File: src/rtl/dds_phase_accumulator.sv
// NCO phase accumulator with FTW scheduling and a 3-stage phase/triangle/square pipe.
// Define DDS_DITHER_EN to add LFSR dither ahead of phase truncation.
module dds_phase_accumulator #(
  parameter int PHASE_BITS       = 16,
  parameter int AMP_BITS         = 12,
  parameter int PHASE_CONTINUOUS = 1
) (
  input  logic                  clk,
  input  logic                  reset_n,
  input  logic                  enable,
  input  logic [31:0]           dds_freq,
  input  logic                  frequency_update,
  input  logic                  sweep_start,
  output logic [31:0]           phase_acc,
  output logic [PHASE_BITS-1:0] phase_out,
  output logic [AMP_BITS-1:0]   tri_out,
  output logic                  sq_out,
  output logic                  wrap,
  output logic                  out_valid,
  output logic [31:0]           ftw_active
);

  typedef enum logic [1:0] {
    IDLE,
    PRIME,
    RUN
  } state_t;

  localparam logic [AMP_BITS-1:0] HALF =
    {1'b1, {(AMP_BITS-1){1'b0}}};
  localparam logic [AMP_BITS-1:0] HALF_M1 = ~HALF;

  state_t state;
  state_t state_n;
  logic   fill;
  logic   fill_n;

  logic [31:0] pending;
  logic        pend_flag;
  logic [32:0] sum;
  logic        run;
  logic        apply;

  logic [PHASE_BITS-1:0] trunc;
  logic [PHASE_BITS-1:0] p2;
  logic [AMP_BITS:0]     t;
  logic [AMP_BITS-1:0]   lo;
  logic [AMP_BITS-1:0]   tri_d;

  // fill marks the second PRIME cycle
  always_ff @(posedge clk or negedge reset_n) begin
    if (!reset_n) begin
      state     <= IDLE;
      fill      <= 1'b0;
      out_valid <= 1'b0;
    end else begin
      state     <= state_n;
      fill      <= fill_n;
      out_valid <= (state_n == RUN);
    end
  end

  always_comb begin
    state_n = state;
    fill_n  = 1'b0;
    if (sweep_start) begin
      state_n = PRIME;
    end else if (!enable) begin
      state_n = IDLE;
    end else begin
      unique case (state)
        IDLE:  state_n = PRIME;
        PRIME: begin
          fill_n = ~fill;
          if (fill) state_n = RUN;
        end
        RUN:     state_n = RUN;
        default: state_n = IDLE;
      endcase
    end
  end

  assign run = enable && (state != IDLE);
  assign sum = {1'b0, phase_acc} + {1'b0, ftw_active};

  // continuous mode waits for the carry so the new FTW starts at phase 0
  assign apply = pend_flag && run &&
                 ((PHASE_CONTINUOUS == 0) || sum[32]);

  always_ff @(posedge clk or negedge reset_n) begin
    if (!reset_n) begin
      phase_acc  <= '0;
      wrap       <= 1'b0;
      ftw_active <= '0;
      pending    <= '0;
      pend_flag  <= 1'b0;
    end else if (sweep_start) begin
      phase_acc  <= '0;
      wrap       <= 1'b0;
      ftw_active <= dds_freq;
      pending    <= '0;
      pend_flag  <= 1'b0;
    end else begin
      wrap <= 1'b0;
      if (run) begin
        phase_acc <= sum[31:0];
        wrap      <= sum[32];
      end
      if (apply) begin
        ftw_active <= pending;
      end
      if (frequency_update) begin
        pending   <= dds_freq;
        pend_flag <= 1'b1;
      end else if (apply) begin
        pend_flag <= 1'b0;
      end
    end
  end

`ifdef DDS_DITHER_EN
  localparam logic [31:0] DMASK =
    (32'h1 << (32 - PHASE_BITS)) - 32'h1;
  localparam logic [15:0] SEED = 16'hACE1;

  logic [15:0] lfsr;
  logic        fb;
  logic [31:0] phase_d;

  assign fb = lfsr[15] ^ lfsr[13] ^ lfsr[12] ^ lfsr[10];

  always_ff @(posedge clk or negedge reset_n) begin
    if (!reset_n) begin
      lfsr <= SEED;
    end else if (sweep_start) begin
      lfsr <= SEED;
    end else if (state != IDLE) begin
      lfsr <= {lfsr[14:0], fb};
    end
  end

  // carry out of the discarded bits rounds into the kept phase
  assign phase_d = phase_acc + ({16'h0, lfsr} & DMASK);
  assign trunc   = phase_d[31 -: PHASE_BITS];
`else
  assign trunc = phase_acc[31 -: PHASE_BITS];
`endif

  assign t     = p2[PHASE_BITS-1 -: AMP_BITS+1];
  assign lo    = t[AMP_BITS-1:0];
  assign tri_d = t[AMP_BITS] ? (HALF_M1 - lo) : (lo - HALF);

  always_ff @(posedge clk or negedge reset_n) begin
    if (!reset_n) begin
      p2        <= '0;
      phase_out <= '0;
      tri_out   <= '0;
      sq_out    <= 1'b0;
    end else begin
      p2        <= trunc;
      phase_out <= p2;
      tri_out   <= tri_d;
      sq_out    <= p2[PHASE_BITS-1];
    end
  end

endmodule

File: config.mk
export PLATFORM = sky130hd
export DESIGN_NAME = dds_phase_accumulator
export DESIGN_NICKNAME = d
export VERILOG_FILES = /design/src/rtl/dds_phase_accumulator.sv
export SDC_FILE = /design/constraint.sdc
export NUM_CORES = 1
export LEC_CHECK = 0
export BUFFER_PORTS_ARGS = -buffer_cell sky130_fd_sc_hd__buf_4
export CORE_ASPECT_RATIO = 2
export CORE_MARGIN = 3
export CORE_UTILIZATION = 40
export CTS_BUF_LIST = sky130_fd_sc_hd__clkbuf_2 sky130_fd_sc_hd__clkbuf_4 sky130_fd_sc_hd__clkbuf_8
export DETAILED_ROUTE_END_ITERATION = 10
export GPL_TIMING_DRIVEN = 1
export SYNTH_ARGS = -nofsm -noshare
export SYNTH_HDL_FRONTEND = slang
export SYNTH_SLANG_ARGS = --single-unit
File: constraint.sdc
create_clock -name clk -period 3.5 [get_ports clk]
set_input_delay 0.175 -clock clk [delete_from_list [all_inputs] [get_ports clk]]
set_output_delay 0.175 -clock clk [all_outputs]
set_load 0.05 [all_outputs]
==> results.json <==
{
  "tightest_slew_ns": 0.818,
  "rr_endpoint": "ftw_active[16]",
  "min_path_type": "in2async",
  "dpl_worst_slack_ns": 0.140,
  "hold_viol": 0,
  "ys_seq_area_frac": 0.500,
  "h-tree-depth": 4,
  "worstPathCellList": "ha_1 > nand4_2 > or3_4 > or4_4 > nor2_4 > nor3_2 > o31a_2 > buf_12 > mux2_4 > mux2_2",
  "ant_nets": 0,
  "period_share": 0.956,
  "core_area_um2": 17900,
  "async_reset_ff_frac": 1.00,
  "die_w_um": 102,
  "rows": 69,
  "grt_max_degree": 93,
  "slew_headroom": 0.455,
  "final_common_cell": "dfrtp_1",
  "ys.flop_type": "dfrtp_1",
  "post-route-min-period_ns": 3.35,
  "synthesis.nets": 715,
  "vias": 5406,
  "crit_arrival_ns": 3.67,
  "fmax_mhz": 299,
  "critPathLaunchType": "flip-flop",
  "clockBufferDepth": 2,
  "path_max_fanout": 14,
  "postSynthCellCount": 645,
  "final_cell_mix": "142 x dfrtp_1, 137 x buf_4, 63 x nor2_1, 52 x nand2_1, 34 x dlygate4sd3_1",
  "io_pins": 132,
  "syn2layout_area_growth_pct": 27.7,
  "synthDistinctLibCells": 56,
  "antenna_found_initial": 0,
  "grt_pass1_vias": 5737,
  "finalSetupViolCount": 0,
  "drv_cap": 0,
  "path_buf_inv": 1,
  "critPathTopFamily": "simple AND/OR/NAND/NOR gates",
  "path_clk_slew_ns": 0.08,
  "power.leakage_nw": 4.66,
  "start_util": 0.409,
  "utilization": 0.522,
  "drtIter0Drc": 134,
  "dieArea_um2": 20000,
  "wl_um": 17900,
  "diodes": 0,
  "grt_pass1_wl_um": 29500,
  "fillers": 1554,
  "fin_ws_ns": 0.154,
  "crit-reg2reg-launch": "ftw_active[18]",
  "seq_area_um2": 3660,
  "cts_root_buffer": "clkbuf_8",
  "ff2ff_path_depth": 10,
  "post_dp_cell_area_um2": 8510,
  "ir_drop_mv": 0.255,
  "drive_above_1_share": 0.301,
  "nNetsFinal": 880,
  "crit_required_ns": 3.83,
  "r2r_setup_slack_ns": 0.15,
  "hpwl_um": 13100,
  "tritoncts": "yes",
  "fin_cells": 1036,
  "syn_avg_cell_area_um2": 11.3,
  "clock_latency_ns": 0.45,
  "clock-sinks": 146,
  "drc_errors": 0,
  "p_per_area_nw_per_um2": 636,
  "fin_skew_ns": 0.0132,
  "overflow": 0,
  "synth_edf_count": 0,
  "drtPass1Iterations": 4,
  "wl_per_cell_um": 17.3,
  "numCtsBuffers": 17,
  "slowest_stage": "or4_4",
  "rsz0062_at_grt": "no",
  "final.setup.tns_ns": 0,
  "design_area_um2": 9340,
  "multi_input_area_um2": 3440,
  "end_kind": "flip-flop",
  "syn-cell-area_um2": 7310,
  "cts-resized-gates": 0,
  "via_per_inst": 5.22,
  "finalWeightedCongestion": 0.910,
  "dp_cells": 970,
  "critPathKind": "reg2reg",
  "maxSlewViolCount": 0,
  "port_buffers": 131,
  "die_y_um": 197,
  "status": "finished clean",
  "ys_warn_count": 0,
  "cp_slowest_stage_delay_ns": 0.55,
  "ys_ff_latch": 146,
  "grt_util_all_layers": 0.188
}
## cell type report
cell class | instances | area share
clock buffers | 19 | 0.0267
clock inverters | 13 | 0.0249
inverters | 14 | 0.00563
multi-input cells | 456 | 0.368
flip-flops and latches | 146 | 0.392
well taps | 213 | 0.0285
repair buffers | 175 | 0.154
## stage by stage
stage | power (mW) | hold slack, ns
2_1_floorplan | 3.69 | -0.121
3_3_place_gp | 4.32 | 0.160
3_5_place_dp | 4.36 | 0.175
4_1_cts | 6.01 | 0.251
5_1_grt | 6.26 | 0.259
6_report | 5.93 | 0.253
## sequential cells by signal (all words and copies together) (netlist names)
signal      flops
phase_acc      32
fill            1
phase_out      16
out_valid       1
tri_out        12
p2             16
ftw_active     32
wrap            1
state           2
pending        32
pend_flag       1
## cell usage after synthesis, types with 2 or more instances
cell | instances | area, um2
buf_4 | 3 | 22.5
o21ai_1 | 23 | 115
a21o_1 | 10 | 75.1
mux2_2 | 33 | 372
nand2_1 | 52 | 195
nand3_1 | 8 | 40.0
or4_1 | 3 | 22.5
dfrtp_1 | 146 | 3650
nor2b_1 | 6 | 37.5
and3_1 | 2 | 12.5
a21oi_1 | 30 | 150
o21ai_0 | 21 | 105
a211oi_1 | 4 | 30.0
ha_1 | 32 | 400
buf_1 | 7 | 26.3
o211ai_1 | 3 | 22.5
o311a_1 | 2 | 20.0
nor3_1 | 3 | 15.0
o31a_1 | 4 | 35.0
nand4_1 | 6 | 37.5
xor2_1 | 23 | 201
a31oi_1 | 7 | 43.8
nand2b_1 | 6 | 37.5
inv_1 | 14 | 52.6
o21bai_1 | 4 | 30.0
o21a_1 | 3 | 22.5
o31ai_1 | 7 | 52.6
mux2_4 | 29 | 435
mux2_1 | 3 | 33.8
clkbuf_1 | 15 | 56.3
nor2_1 | 64 | 240
xnor2_1 | 16 | 140
buf_12 | 2 | 40.0
mux2i_1 | 32 | 320
## layer usage
layer  vias to the layer above  routed length [um]  global-route usage
met5                         -                   0                   0
met4                         0                 398              0.0725
met3                        20                 653              0.0378
met2                       106               10400               0.360
met1                      2675                6460               0.195
li1                       2605                   -                   -
## what timing repair did
| action | in CTS | in global routing |
|---|---|---|
| hold buffers | 34 | 0 |
| buffers inserted | 0 | 0 |
| endpoints found under the hold margin | 119 | 0 |
## kinds of logic (layout without fill, tap and decap cells)
kind of cell    after synthesis  count (layout)  synth area share
compound gates              125             125             0.105
xor+xnor                     39              39            0.0467
fa+ha+maj                    33              33            0.0575
buf+inv                      43             221            0.0306
flops                       146             146             0.500
mux                          97              97             0.159
simple gates                162             162             0.102
## where the power goes
group	switching (mW)	leakage [nW]	internal (mW)	total, mW
clock network	0.653	0.241	0.939	1.59
logic	1.42	2.54	0.802	2.22
registers	0.192	1.88	1.93	2.12
## how the worst max path moves through the flow
stage / start / endpoint / slack, ns / cells after the start
after floorplan: phase_acc[19] / ftw_active[22] / 0.01 / 11
final: ftw_active[18] / ftw_active[16] / 0.15 / 10
after CTS: ftw_active[18] / ftw_active[31] / 0.12 / 10
after global placement: ftw_active[18] / ftw_active[31] / 0.18 / 10
after global routing: ftw_active[0] / ftw_active[31] / 0.009 / 12
after detailed placement: ftw_active[18] / ftw_active[0] / 0.14 / 10
Power figures use the tool's default switching activity.
